<file path="config.mk">
export PLATFORM = sky130hd
export DESIGN_NAME = pcs_rx_decoder
export DESIGN_NICKNAME = d
export VERILOG_FILES = /design/src/rtl/pcs_pkg.sv /design/src/rtl/pcs_rx_symbol_lut.sv /design/src/rtl/pcs_rx_decoder.sv
export SDC_FILE = /design/constraint.sdc
export NUM_CORES = 1
export LEC_CHECK = 0
export ABC_CLOCK_PERIOD_IN_PS = 1500
export BUFFER_PORTS_ARGS = -buffer_cell sky130_fd_sc_hd__buf_4
export CORE_AREA = 2 2 58 60
export CTS_CLUSTER_DIAMETER = 80
export DETAILED_ROUTE_END_ITERATION = 12
export DIE_AREA = 0 0 60 62
export GPL_ROUTABILITY_DRIVEN = 0
export PLACE_DENSITY = 0.73
export SYNTH_ARGS = -nofsm -noshare
export SYNTH_HDL_FRONTEND = slang
export SYNTH_SLANG_ARGS = --single-unit
</file>
<file path="constraint.sdc">
create_clock -name clock -period 1.5 [get_ports clock]
set_input_delay 0.225 -clock clock [delete_from_list [all_inputs] [get_ports clock]]
set_output_delay 0.225 -clock clock [all_outputs]
set_load 0.1 [all_outputs]
</file>
<file path="src/rtl/pcs_pkg.sv">
// Purpose: shared 1000BASE-T PCS types, delimiter quartets and data symbol mapping.
// Latency: n/a (types, constants and pure functions only).
// Backpressure: n/a.
package pcs_pkg;

    typedef logic signed [2:0] pam5_t;

    // Field a is the most significant, so {A,B,C,D} concatenates straight into a quartet.
    typedef struct packed {
        pam5_t a;
        pam5_t b;
        pam5_t c;
        pam5_t d;
    } quartet_t;

    typedef enum logic [1:0] {
        RX_IDLE     = 2'd0,
        RX_SSD_WAIT = 2'd1,
        RX_DATA     = 2'd2,
        RX_ESD_WAIT = 2'd3
    } rx_state_t;

    localparam pam5_t PAM5_P2 = 3'sb010;
    localparam pam5_t PAM5_M2 = 3'sb110;

    localparam quartet_t SSD1        = '{a: PAM5_P2, b: PAM5_P2, c: PAM5_P2, d: PAM5_P2};
    localparam quartet_t SSD2        = '{a: PAM5_P2, b: PAM5_P2, c: PAM5_P2, d: PAM5_M2};
    localparam quartet_t ESD1        = SSD1;
    localparam quartet_t ESD2_EXT0   = SSD2;
    localparam quartet_t ESD2_EXT1   = '{a: PAM5_P2, b: PAM5_P2, c: PAM5_M2, d: PAM5_P2};
    localparam quartet_t ESD2_EXT2   = '{a: PAM5_P2, b: PAM5_M2, c: PAM5_P2, d: PAM5_P2};
    localparam quartet_t ESD_EXT_ERR = '{a: PAM5_M2, b: PAM5_P2, c: PAM5_P2, d: PAM5_P2};

    // Data symbol table shared by encoder and decoder: 2 scrambled bits -> level.
    // Data uses only -2..+1, so no data quartet can ever look like a delimiter
    // (every delimiter contains at least three +2 symbols).
    localparam logic [3:0][2:0] PAM5_DATA_LUT = {3'b001, 3'b000, 3'b111, 3'b110};

    // Symbol value outside -2..+2 (3-bit encodings of +3, -4, -3).
    function automatic logic sym_out_of_range(input pam5_t s);
        return (s == 3'sb011) || (s == 3'sb100) || (s == 3'sb101);
    endfunction

    function automatic logic is_illegal(input quartet_t q);
        return sym_out_of_range(q.a) || sym_out_of_range(q.b) ||
               sym_out_of_range(q.c) || sym_out_of_range(q.d);
    endfunction

    // Level belongs to the data alphabet (-2..+1).
    function automatic logic is_data_sym(input pam5_t s);
        return (s == 3'sb110) || (s == 3'sb111) || (s == 3'sb000) || (s == 3'sb001);
    endfunction

    function automatic logic is_data_quartet(input quartet_t q);
        return is_data_sym(q.a) && is_data_sym(q.b) && is_data_sym(q.c) && is_data_sym(q.d);
    endfunction

    // Sd[8] reverses the symbol order on the wire.
    function automatic quartet_t swap_order(input quartet_t q);
        quartet_t r;
        r.a = q.d;
        r.b = q.c;
        r.c = q.b;
        r.d = q.a;
        return r;
    endfunction

    // Inverse of the data table: level + 2 gives the table index.
    function automatic logic [1:0] sym_to_bits(input pam5_t s);
        logic [2:0] t;
        t = s + 3'd2;
        return t[1:0];
    endfunction

    // Encoder data mapping: scramble with Sd[7:0], 2 bits per symbol, A carries the MSBs.
    function automatic quartet_t byte_to_pam5(input logic [7:0] data, input logic [8:0] sd);
        logic [7:0] s;
        quartet_t   q;
        s   = data ^ sd[7:0];
        q.a = PAM5_DATA_LUT[s[7:6]];
        q.b = PAM5_DATA_LUT[s[5:4]];
        q.c = PAM5_DATA_LUT[s[3:2]];
        q.d = PAM5_DATA_LUT[s[1:0]];
        return sd[8] ? swap_order(q) : q;
    endfunction

    // Exact inverse of byte_to_pam5 for the same Sd; meaningful only for data quartets.
    function automatic logic [7:0] pam5_to_byte(input quartet_t q, input logic [8:0] sd);
        quartet_t u;
        u = sd[8] ? swap_order(q) : q;
        return {sym_to_bits(u.a), sym_to_bits(u.b), sym_to_bits(u.c), sym_to_bits(u.d)} ^ sd[7:0];
    endfunction

endpackage

</file>
<file path="src/rtl/pcs_rx_symbol_lut.sv">
// Purpose: inverse data LUT, (quartet, Sd) -> (byte, illegal).
// Latency: combinational.
// Backpressure: none.
// Ports: quartet/sd in; byte_dat (0 when illegal) and illegal out.
module pcs_rx_symbol_lut
    import pcs_pkg::*;
(
    input  quartet_t    quartet,
    input  logic [8:0]  sd,
    output logic [7:0]  byte_dat,
    output logic        illegal
);

    // Out-of-range symbols and in-range quartets without a data preimage are both illegal;
    // illegal quartets decode to 0 so rxd is deterministic on error bytes.
    always_comb begin
        illegal  = is_illegal(quartet) || !is_data_quartet(quartet);
        byte_dat = illegal ? 8'h00 : pam5_to_byte(quartet, sd);
    end

endmodule

</file>
<file path="src/rtl/pcs_rx_decoder.sv">
// Purpose: 1000BASE-T PCS receive decoder, PAM5 quartets -> GMII rxd/rx_dv/rx_er.
// Latency: 1 cycle from strobe to io_rx_valid; data bytes appear one strobe later (lookahead).
// Backpressure: none; io_valid strobes are consumed unconditionally.
// Ports: clock/reset; io_valid, io_A..io_D, io_Sd, io_loc_rcvr_status in;
//        io_rx_valid, io_rxd, io_rx_dv, io_rx_er out (registered, held between strobes).
module pcs_rx_decoder
    import pcs_pkg::*;
#(
    parameter logic [7:0] FALSE_CARRIER_CODE = 8'h0E
)(
    input  logic        clock,
    input  logic        reset,
    input  logic        io_valid,
    input  logic [2:0]  io_A,
    input  logic [2:0]  io_B,
    input  logic [2:0]  io_C,
    input  logic [2:0]  io_D,
    input  logic [8:0]  io_Sd,
    input  logic        io_loc_rcvr_status,
    output logic        io_rx_valid,
    output logic [7:0]  io_rxd,
    output logic        io_rx_dv,
    output logic        io_rx_er
);

    quartet_t   rx_q;
    logic [7:0] lut_dat;
    logic       lut_illegal;

    rx_state_t  state_q, state_d;
    logic       hold_vld_q, hold_vld_d;
    logic [7:0] hold_dat_q, hold_dat_d;
    logic       hold_err_q, hold_err_d;

    logic [7:0] rxd_d;
    logic       dv_d, er_d;

    assign rx_q = {io_A, io_B, io_C, io_D};

    pcs_rx_symbol_lut u_lut (
        .quartet  (rx_q),
        .sd       (io_Sd),
        .byte_dat (lut_dat),
        .illegal  (lut_illegal)
    );

    always_comb begin
        state_d    = state_q;
        hold_vld_d = hold_vld_q;
        hold_dat_d = hold_dat_q;
        hold_err_d = hold_err_q;
        rxd_d      = 8'h00;
        dv_d       = 1'b0;
        er_d       = 1'b0;

        if (io_valid) begin
            if (!io_loc_rcvr_status && state_q != RX_IDLE) begin
                // Link lost: flag an open frame as errored, then drop everything.
                if (state_q == RX_DATA || state_q == RX_ESD_WAIT) begin
                    dv_d = 1'b1;
                    er_d = 1'b1;
                end
                state_d    = RX_IDLE;
                hold_vld_d = 1'b0;
            end else begin
                case (state_q)
                    RX_IDLE: begin
                        // Status low in IDLE lands here too: no delimiter detection then.
                        if (io_loc_rcvr_status && rx_q == SSD1) begin
                            state_d = RX_SSD_WAIT;
                        end
                    end
                    RX_SSD_WAIT: begin
                        if (rx_q == SSD2) begin
                            state_d    = RX_DATA;
                            hold_vld_d = 1'b0;
                        end else begin
                            state_d = RX_IDLE;
                            er_d    = 1'b1;
                            rxd_d   = FALSE_CARRIER_CODE;
                        end
                    end
                    RX_DATA: begin
                        // The previous quartet's byte leaves the hold register now.
                        if (hold_vld_q) begin
                            dv_d  = 1'b1;
                            er_d  = hold_err_q;
                            rxd_d = hold_dat_q;
                        end
                        if (rx_q == ESD1) begin
                            state_d    = RX_ESD_WAIT;
                            hold_vld_d = 1'b0;
                        end else begin
                            hold_vld_d = 1'b1;
                            hold_dat_d = lut_dat;
                            hold_err_d = lut_illegal;
                        end
                    end
                    RX_ESD_WAIT: begin
                        state_d = RX_IDLE;
                        if (rx_q == ESD2_EXT0 || rx_q == ESD2_EXT1 || rx_q == ESD2_EXT2) begin
                            er_d = 1'b0;
                        end else if (rx_q == ESD_EXT_ERR) begin
                            er_d = 1'b1;
                        end else begin
                            dv_d = 1'b1;
                            er_d = 1'b1;
                        end
                    end
                    default: begin
                        state_d = RX_IDLE;
                    end
                endcase
            end
        end
    end

    always_ff @(posedge clock) begin
        if (reset) begin
            state_q     <= RX_IDLE;
            hold_vld_q  <= 1'b0;
            hold_dat_q  <= 8'h00;
            hold_err_q  <= 1'b0;
            io_rx_valid <= 1'b0;
            io_rxd      <= 8'h00;
            io_rx_dv    <= 1'b0;
            io_rx_er    <= 1'b0;
        end else begin
            io_rx_valid <= io_valid;
            if (io_valid) begin
                state_q    <= state_d;
                hold_vld_q <= hold_vld_d;
                hold_dat_q <= hold_dat_d;
                hold_err_q <= hold_err_d;
                io_rxd     <= rxd_d;
                io_rx_dv   <= dv_d;
                io_rx_er   <= er_d;
            end
        end
    end

endmodule

</file>
# Yosys cells after proc, flatten, opt, wreduce, memory -nomap -nowiden
# Index checks and enable logic that the tools add are counted.
# totals
reg_bits	23
inputBits	25
out_inout_bits	11
word_cells	120
# op_classes
n_addsub	4
n_eq_ne	35
muxes	26
bitwise_logic	3
n_reduce_logical	44
# ops
operator	count
12-bit by 11-bit == test with 1-bit output, second input constant	4
3-bit == test, second input constant	12
1-bit logical OR	27
3-bit by 2-bit == test with 1-bit output, second input constant	8
8-bit 2-to-1 mux	3
8-bit one-hot mux with 2 select lines	1
12-bit == test, second input constant	1
3-bit by 1-bit == test with 1-bit output, second input constant	4
3-bit logical NOT	4
1-bit 2-to-1 mux	12
11-bit 2-to-1 mux	1
2-bit adder, second input constant	4
2-bit 2-to-1 mux	4
2-bit one-hot mux with 4 select lines	1
8-bit XOR	1
3-bit != test, second input constant	2
3-bit AND reduction	2
1-bit logical AND	5
2-bit == test, second input constant	2
4-bit 2-to-1 mux	1
1-bit one-hot mux with 2 select lines	2
4-bit AND reduction	1
3-bit by 2-bit != test with 1-bit output, second input constant	1
1-bit one-hot mux with 3 select lines	1
other kinds (6)	8

# Longest topological paths before layout
# Gate-level depths: netlist (run 1).
# logic_depth
word_depth	10
mapped_depth	7
mapped_depth_nobuf	6

# Cells and area by module
# A second synthesis (run 1) with hierarchy kept.
# hier_totals
hier_cells	150
area_unflattened_um2	1406.3
# by_module_without_submodules
module	instances	cells_per_inst	area_per_inst_um2	seq_area_each_um2
pcs_rx_decoder	1	119	1141.1	460.4
pcs_rx_symbol_lut	1	31	265.3	0.0

# Least setup slack after synthesis (run 1)
# No wires, ideal clock.
# synth_path
path_type	register to register
start	reg state_q[0]
end	reg io_rxd[1]
setup_time_ps	71
arrival_time_ps	1540
required_ps	1429
slack_ps	-111
stages_incl_launch_ff	8
synth_period_minus_slack_ps	1611
path_cell_list	dfxtp_1 -> inv_1 -> ha_1 -> nand2_1 -> nor4bb_1 -> clkbuf_1 -> a22oi_1 -> a21oi_1
# synth_between
elab_chain_cells	3
# synth_rtl
item	line	rtl
start, declared	pcs_rx_decoder.sv:30	rx_state_t state_q, state_d;
start signal, assigned	pcs_rx_decoder.sv:131	state_q <= state_d;
2-bit == test, or another cell as far along	pcs_rx_decoder.sv:66	case (state_q)
8-bit one-hot mux with 2 select lines / 1-bit logical AND (equally long branches)	pcs_rx_decoder.sv:66, pcs_rx_decoder.sv:57	
8-bit 2-to-1 mux *	pcs_rx_decoder.sv:57	if (!io_loc_rcvr_status && state_q != RX_IDLE) begin
end signal, assigned	pcs_rx_decoder.sv:135	io_rxd <= rxd_d;
end, declared	pcs_rx_decoder.sv:21	output logic [7:0] io_rxd,
# Every way passes the cells marked *; elsewhere a longest branch is shown, timed or not.
# A chain may end at the register's enable or synchronous reset.

# Final worst setup path (run 1)
# layout_path
start	reg state_q[0]
end	reg io_rxd[2]
# The elaborated chain is that of the path after synthesis.

==> impl_results.md, run 1 <==
- Pint: 0.000804 W
- Die Ht: 62 um
- FP Rows: 21
- CP most frequent cell: buf_4
- Seq pwr share: 55.8%
- Clock power share: 25.8%
- CP endpoint kind: register
- DP Wirelength: 2600 um
- Die width: 60 um
- Buffers on Ports: 35
- Clk sink count: 23
- CP Cell Sequence: buf_4 > ha_2 > inv_1 > nor2_2 > buf_4 > nand4_1 > a21oi_1
- Initial antenna violation count: 0
- Root buffer cell: clkbuf_4
- CP Max Fanout: 6
- Slowest cell on crit path: dfxtp_2
- Most frequent cells in the layout: buf_4, dfxtp_1, a21oi_1, o21ai_0, nand4_1
- CP arrival: 1.71 ns
- Vias in the first global route: 1219
- RSZ-0062 raised after global routing: true
- Post-DP Area: 1780 um^2
- CTS Buf Count: 3
- Seq/Total Area, Yosys: 32.7%
- Fraction of layout cells with a size suffix above 1: 38.3%
- Switch Pwr: 0.000296 W
- Clk buf depth: 2
- Worst Clk Skew: 0.00207 ns
- Max cap viols: 0
- Yosys cell types: 43
- Total global-route track usage: 18.5%
- Die ar.: 3720 um^2
- FMAX: 681 MHz
- DRT iter0 DRCs: 51
- Global-route wire length before repair: 5330 um
- IO Count: 36
- Area delta synth->final: 32.2%
- Commonest non-fill, non-tap cell in the layout: buf_4
- Final Hold Viols: 0
- PD cells: 590 nW/um^2
- Post-Route WL: 3320 um
- Slew headroom: 79.8%
- Final Max Tran Viols: 0
- Largest net degree at the start of global routing: 26
- Clock slew at reported path FFs: 0.13 ns
- Final setup violation count: 0
- WHS: 0.193 ns
- Slowest Stage Delay on Critical Path: 0.38 ns
- Remaining antenna violation count after routing: 0
- Total global routing overflow: 0
- CTS H-tree lvls: 1
- Drt first pass iters: 4
- #FFs+latches synth: 23
- Layout Nets: 231
- Worst skew pair latency: 0.30 ns
- Tcrit/Tclk final: 97.9%
- WS Path Type: reg2reg
- Cell count after synthesis: 156
- Status: finished clean
- Most used DFF post-synth: dfxtp_1
- DR vias: 1342
- Initial core utilization: 44.4%
- FFs w/ async S/R, synth: 0%
- Critical Path Start Type: register
- Comb pwr share: 18.4%
- Synthesized net count: 185
- Via-per-instance ratio: 5.43
- Leakage: 0.710 nW
- Avg Synthesized Cell Area: 9.04 um^2
- Ant diodes: 0
- Worst hold path type: in2reg
- Sw Share: 26.9%
- Final Critical Period: 1.47 ns
- DRC errors left: 0
- Mapped Area: 1410 um^2
- TritonCTS clock tree: done
- Wirelength per Cell: 13.4 um
- Post-synth EDFFs: 0
- Req. time, crit path: 1.74 ns
- Peak VDD IR: 0.245 mV
- Final instance area: 1860 um^2
- Core box area: 3180 um^2
- Worst Tran Pin Value: 0.300 ns
- Yosys warning total: 0
-- per-layer routing --
layer	GRT usage, %	share of wire [%]
met5	0	0
met3	2.07	4.8
met1	23.5	43
met2	33.1	51
met4	5.71	0.78
-- logic make-up (layout without fill, tap and decap cells) --
group           Yosys count  in the layout  share of synthesized area, %
compound gates           47             47                          21.7
xor+xnor                 13             13                          8.07
fa+ha+maj                 4              4                          3.55
buf+inv                  15             60                          5.77
flops                    23             23                          32.7
mux                       9              9                          6.39
simple gates             45             45                          21.9
-- registers in the layout, indices dropped and copies added (netlist names) --
signal / cells
hold_dat_q: 8
hold_err_q: 1
hold_vld_q: 1
io_rx_dv: 1
io_rx_er: 1
io_rx_valid: 1
io_rxd: 8
state_q: 2
-- worst paths after layout --
path	startpoint	to	slack, ns	depth (start not counted)
min reg2reg	io_rxd[6]	io_rxd[6]	0.47	2
max	state_q[0]	io_rxd[2]	0.03	7
min	io_valid	io_rx_dv	0.19	2
max reg2reg	state_q[0]	io_rxd[2]	0.03	7
-- final cells by class --
type	count	area [um^2]
fill	293	1320
inverter	5	21.3
tap	46	57.6
clock inverter	1	5.00
multi-input combinational	118	911
timing repair buffer	51	383
sequential	23	464
clock buffer	3	22.5
-- what timing repair did --
action                                  in CTS  in global routing
cloned                                       0                  0
endpoints found under the setup margin      12                 18
hold buffers                                 0                  0
buffers inserted                             0                  2
pin swaps                                    3                  5
gates resized for setup                      4                  8
hold endpoints to repair                     0                  0
-- critical path: cells and delay by family (launching register included) --
| kind | cells | cell delay [ns] |
|---|---|---|
| AOI/OAI and AO/OA | 1 | 0.18 |
| adders and majority gates | 1 | 0.19 |
| buffers and inverters | 3 | 0.37 |
| DFF | 1 | 0.38 |
| and+or+nand+nor | 2 | 0.29 |
-- synthesized netlist by cell type, types with 2 or more instances --
library cell | instances | area (um^2)
dfxtp_1 | 23 | 460
a21oi_1 | 16 | 80.1
nand4_1 | 11 | 68.8
o21ai_0 | 11 | 55.1
mux2i_1 | 9 | 90.1
xor2_1 | 9 | 78.8
a22oi_1 | 7 | 52.6
nor2_1 | 7 | 26.3
inv_1 | 5 | 18.8
clkbuf_1 | 4 | 15.0
ha_1 | 4 | 50.1
nand2_1 | 4 | 15.0
nand3_1 | 4 | 20.0
xnor2_1 | 4 | 35.0
nand2b_1 | 3 | 18.8
a211oi_1 | 2 | 15.0
a311oi_1 | 2 | 17.5
and4bb_2 | 2 | 25.0
buf_2 | 2 | 10.0
buf_4 | 2 | 15.0
buf_6 | 2 | 22.5
o31ai_1 | 2 | 15.0
-- power groups by stage --
stage	Sequential [W]	Combinational, W	Clock, W
after global routing	0.000615	0.000218	0.000312
final	0.000614	0.000203	0.000284
after global placement	0.000628	0.000197	0
after CTS	0.000614	0.000203	0.000293
after detailed placement	0.000628	0.000203	0
after floorplan	0.000648	0.000103	0
-- metrics by stage --
step	cells	power (W)	setup slack [ns]	setup TNS, ns	util, %
6_report	247	0.00110	0.0317	0	58.6
3_5_place_dp	241	0.000831	-0.0140	-0.0528	56.0
4_1_cts	245	0.00111	0.00399	0	57.3
2_1_floorplan	156	0.000751	0.00582	0	-
5_1_grt	247	0.00115	-0.0438	-0.103	58.6
3_3_place_gp	241	0.000825	0.0486	0	56.0
Power figures use the tool's default switching activity.
==> inputs of run 2 (changes only) <==
- PLACE_DENSITY: 0.73 -> 0.78
==> run 2 against run 1 <==
  * Clock power rose by 4%
  * Final cell count rose by 0.40%
  * Count of clock-buffer cells in the layout did not move
  * Core utilization rose by 1.1 points
  * Sequential share of layout area fell by 0.46 points
  * Maximum frequency barely moved
  * Wire length rose by 3.3%
  * Total power rose by 1.1%
  * Register-to-register slack barely moved
  * Largest power group unchanged
==> impl_results.md, run 2 (same netlist as run 1, synthesis figures left out) <==
- Status: finished clean
- Slowest Stage Delay on Critical Path: 0.37 ns
- Final setup violation count: 0
- CTS Buf Count: 3
- Fillers: 278
- Max cap viols: 0
- Die width: 60 um
- Total global routing overflow: 0
- Drt first pass iters: 4
- Sum Neg Setup Slack: 0 ns
- Via-per-instance ratio: 5.48
- Global-route wire length before repair: 5570 um
- Peak VDD IR: 0.262 mV
- Initial antenna violation count: 0
- TritonCTS clock tree: done
- DR vias: 1360
- Worst Clk Skew: 0.00147 ns
- Final Max Tran Viols: 0
- Multi-input logic area: 922 um^2
- Commonest non-fill, non-tap cell in the layout: buf_4
- Final Critical Period: 1.47 ns
- Clock slew at reported path FFs: 0.13 ns
- Die Ht: 62 um
- Top flop regs: hold_dat_q x8, io_rxd x8, state_q x2
- Leakage: 0.721 nW
- RSZ-0062 raised after global routing: true
- WS Path Type: reg2reg
- Clk sink count: 23
- Hold buffer count at CTS: 0
- Ant diodes: 0
- PD cells: 586 nW/um^2
- Largest net degree at the start of global routing: 26
- CP endpoint kind: register
- IO Count: 36
- CP Max Fanout: 7
- DRC errors left: 0
- Req. time, crit path: 1.76 ns
- FP Rows: 21
- Largest delay share family, worst path: flip-flops
- FMAX: 681 MHz
- Die ar.: 3720 um^2
- Worst hold path type: in2reg
- Most frequent cells in the layout: buf_4, dfxtp_1, a21oi_1, o21ai_0, nand4_1
- Slowest cell on crit path: dfxtp_2
- Buffers on Ports: 35
- Area delta synth->final: 34.7%
- CP Buf/Inv Count: 2
- Tcrit/Tclk final: 98.0%
- Initial core utilization: 44.4%
- Slew headroom: 77.6%
- Wirelength per Cell: 13.8 um
- Layout Nets: 232
- Total global-route track usage: 19.8%
- Final Hold Viols: 0
- Worst Tran Pin Value: 0.332 ns
- CTS H-tree lvls: 1
- Vias in the first global route: 1231
- Fraction of layout cells with a size suffix above 1: 40.1%
- Worst skew pair latency: 0.32 ns
- Final std cells w/o fill: 248
- Root buffer cell: clkbuf_4
- Remaining antenna violation count after routing: 0
- Core box area: 3180 um^2
- Critical Path Start Type: register
- WHS: 0.205 ns
- CP Cell Sequence: inv_4 > ha_4 > nand2_2 > nor4bb_2 > buf_4 > a22oi_1 > a21oi_1
- CP arrival: 1.73 ns
- DRT iter0 DRCs: 35
- Register Area: 464 um^2
- DP Wirelength: 2670 um
- Cell count after placement: 240
- Clk buf depth: 2
- Post-Route WL: 3430 um
## run 2: area by class of cell
class | instances | area share (%)
Multi-Input combinational cell | 118 | 48.6
Timing Repair Buffer | 52 | 21.4
Clock buffer | 3 | 1.19
Clock inverter | 1 | 0.264
Sequential cell | 23 | 24.4
Tap cell | 46 | 3.03
Inverter | 5 | 1.12
## run 2: final timing paths
kind	slack (ns)	endpoint	depth (start not counted)	start
setup / recovery	0.03	io_rxd[2]	7	state_q[0]
hold / removal	0.21	io_rx_dv	2	io_valid
setup reg to reg	0.03	io_rxd[2]	7	state_q[0]
hold reg to reg	0.48	io_rxd[6]	2	io_rxd[6]
## run 2: metrics by stage
stage / instance area [um^2] / worst slack [ns] / util [%] / power (W)
after floorplan: 1420 / 0.00582 / - / 0.000751
after CTS: 1820 / 0.00235 / 57.1 / 0.00111
after global placement: 1770 / 0.0597 / 55.8 / 0.000825
after global routing: 1900 / -0.0455 / 59.7 / 0.00116
final: 1900 / 0.0306 / 59.7 / 0.00111
after detailed placement: 1770 / -0.0285 / 55.8 / 0.000832
## run 2: what timing repair did
action                                  CTS  global route
pin swaps                                 1            10
buffers inserted                          0             4
gates resized for setup                   6            10
endpoints found under the setup margin   16            17
## run 2: report_power, final
part | internal, W | switching (W)
logic | 0.0000918 | 0.000112
registers | 0.000613 | 0.00000105
clock network | 0.000100 | 0.000194
## run 2: metal layers
layer	up-vias	global-route usage, %	part of all wire (%)
met1	629	24.2	41
met2	49	35.4	51
met5	-	0	0
met3	7	2.48	5.5
li1	675	-	-
met4	0	7.94	2.0
==> inputs of run 3 (changes only) <==
- ABC_CLOCK_PERIOD_IN_PS: 1500 -> default
- CELL_PAD_IN_SITES_DETAIL_PLACEMENT: default -> 1
- CELL_PAD_IN_SITES_GLOBAL_PLACEMENT: default -> 1
- CORE_AREA: 2 2 58 60 -> 2 2 67 69
- DIE_AREA: 0 0 60 62 -> 0 0 69 71
==> run 3 against run 2 <==
  * The flow now finishes with violations (negative setup slack)
  * Worst hold slack better by 0.057 ns
  * Wire length increased by 13%
  * Final area is 0.86% higher
  * Global-route usage down 3.5 points
  * Die area rose by 32%
  * Worst setup slack got worse by 0.033 ns
  * Critical path depth did not move
  * Total power rose by 9.0%
  * Maximum frequency down 2.2%
  * Count of clock-buffer cells in the layout is the same
  * Clock skew increased by 0.0043 ns
  * Final cell count rose by 2.4%
  * Critical endpoint unchanged
  * Largest cell class unchanged
==> impl_results.md, run 3 (same netlist as run 1, synthesis figures left out) <==
- CP Buf/Inv Count: 2
- Multi-input logic area: 922 um^2
- Pint: 0.000888 W
- Slew headroom: 75.4%
- CP arrival: 1.70 ns
- WS Path Type: reg2reg
- TritonCTS clock tree: done
- Post-Route WL: 3880 um
- CP endpoint kind: register
- Fraction of layout cells with a size suffix above 1: 39.6%
- Peak VDD IR: 0.332 mV
- Cell count after placement: 248
- Area delta synth->final: 35.8%
- Worst Clk Skew: 0.00576 ns
- IO Count: 36
- Worst Tran Pin Value: 0.366 ns
- Layout Nets: 232
- Tcrit/Tclk final: 100%
- Most frequent cells in the layout: buf_4, dfxtp_1, a21oi_1, o21ai_0, nand4_1
- Register Area: 467 um^2
- FMAX: 666 MHz
- Slowest cell on crit path: dfxtp_4
- Total power: 0.00121 W
- CP Cell Sequence: inv_4 > ha_4 > nand2_2 > nor4bb_2 > buf_4 > a22oi_1 > a21oi_1
- Total global-route track usage: 16.3%
- Total global routing overflow: 0
- Clock slew at reported path FFs: 0.09 ns
- Via-per-instance ratio: 5.31
- Clk sink count: 23
- Remaining antenna violation count after routing: 0
- Max cap viols: 0
- DP Wirelength: 2990 um
- Die ar.: 4900 um^2
- Seq pwr share: 50.4%
- DRT iter0 DRCs: 47
- Comb pwr share: 17.0%
- Ant diodes: 0
- Switch Pwr: 0.000324 W
- Initial core utilization: 33.5%
- Commonest non-fill, non-tap cell in the layout: buf_4
- Final std cells w/o fill: 254
- Clk buf depth: 2
- Largest delay share family, worst path: flip-flops
- Fillers: 513
- Critical Path Start Type: register
- Die width: 69 um
- Worst skew pair latency: 0.27 ns
- CTS Buf Count: 3
- Global-route wire length before repair: 6580 um
- Worst hold path type: in2reg
- Final Critical Period: 1.50 ns
- Sum Neg Setup Slack: -0.00235 ns
- Drt first pass iters: 4
- Final Hold Viols: 0
- Initial antenna violation count: 0
- Failing checks: negative setup slack
- Vias in the first global route: 1412
- Leakage: 0.729 nW
- Pre-CTS setup slack: -0.0495 ns
- Req. time, crit path: 1.70 ns
- DR vias: 1348
- Hold buffer count at CTS: 0
- FP Rows: 24
- Final Max Tran Viols: 0
- CTS H-tree lvls: 1
- Final setup violation count: 1
- Top flop regs: hold_dat_q x8, io_rxd x8, state_q x2
- Slowest Stage Delay on Critical Path: 0.37 ns
- Slack of the critical path: -0.00235 ns
- Status: finished with violations
- Largest net degree at the start of global routing: 26
- Buffers on Ports: 35
- WHS: 0.262 ns
- CP Max Fanout: 7
- RSZ-0062 raised after global routing: true
- Core box area: 4200 um^2
- Clock power share: 32.6%
- PD cells: 633 nW/um^2
- Root buffer cell: clkbuf_8
- Sw Share: 26.7%
- Wirelength per Cell: 15.3 um
- Die Ht: 71 um
- DRC errors left: 0
run 3: cell count changes in the layout (fill, tap and decap cells not counted):
cell	previous run	this run
a22oi_1	5	6
buf_4	50	51
dfxtp_4	0	1
clkbuf_8	0	3
buf_12	1	0
nor2_2	1	0
nor2_4	1	2
a22oi_2	2	1
dfxtp_2	3	2
clkbuf_4	3	0
run 3: layout make-up:
| type | count | area share, % |
|---|---|---|
| clock inverter | 1 | 0.261 |
| timing repair buffer | 52 | 20.6 |
| clock buffer | 3 | 2.16 |
| multi-input combinational | 118 | 48.1 |
| tap | 52 | 3.40 |
| sequential | 23 | 24.4 |
| inverter | 5 | 1.11 |
run 3: power groups by stage:
stage	logic [W]	registers, W	clock network (W)
floorplan	0.000103	0.000648	0
global placement	0.000203	0.000628	0
detailed placement	0.000208	0.000628	0
CTS	0.000208	0.000613	0.000407
global route	0.000224	0.000612	0.000426
finish	0.000206	0.000612	0.000395
run 3: path summary, 6_finish.rpt:
check / slack, ns / to / startpoint / depth (start not counted)
setup / recovery: -0.002 / io_rxd[2] / state_q[0] / 7
hold / removal: 0.26 / io_rx_dv / io_valid / 2
setup reg to reg: -0.002 / io_rxd[2] / state_q[0] / 7
hold reg to reg: 0.47 / io_rxd[6] / io_rxd[6] / 2
run 3: timing repair:
| item | in CTS | in global routing |
|---|---|---|
| gates resized for setup | 6 | 10 |
| setup buffers | 1 | 1 |
| pin swaps | 3 | 8 |
| setup endpoints to repair | 13 | 17 |
run 3: routing by layer:
metal,routed length (um),GRT usage (%)
met5,0,0
met4,73,5.88
met3,128,1.99
met2,1970,30.3
met1,1700,19.1
run 3: worst reg2reg max path, stage by stage (launching register included):
cell and delay (ns):
dfxtp_4 0.37, inv_4 0.05, ha_4 0.26, nand2_2 0.05, nor4bb_2 0.28, buf_4 0.21
a22oi_1 0.08, a21oi_1 0.14
run 3: metrics by stage:
stage | area (um^2) | util [%]
floorplan | 1420 | -
global placement | 1800 | 42.7
detailed placement | 1800 | 42.7
CTS | 1870 | 44.4
global route | 1920 | 45.6
finish | 1920 | 45.6
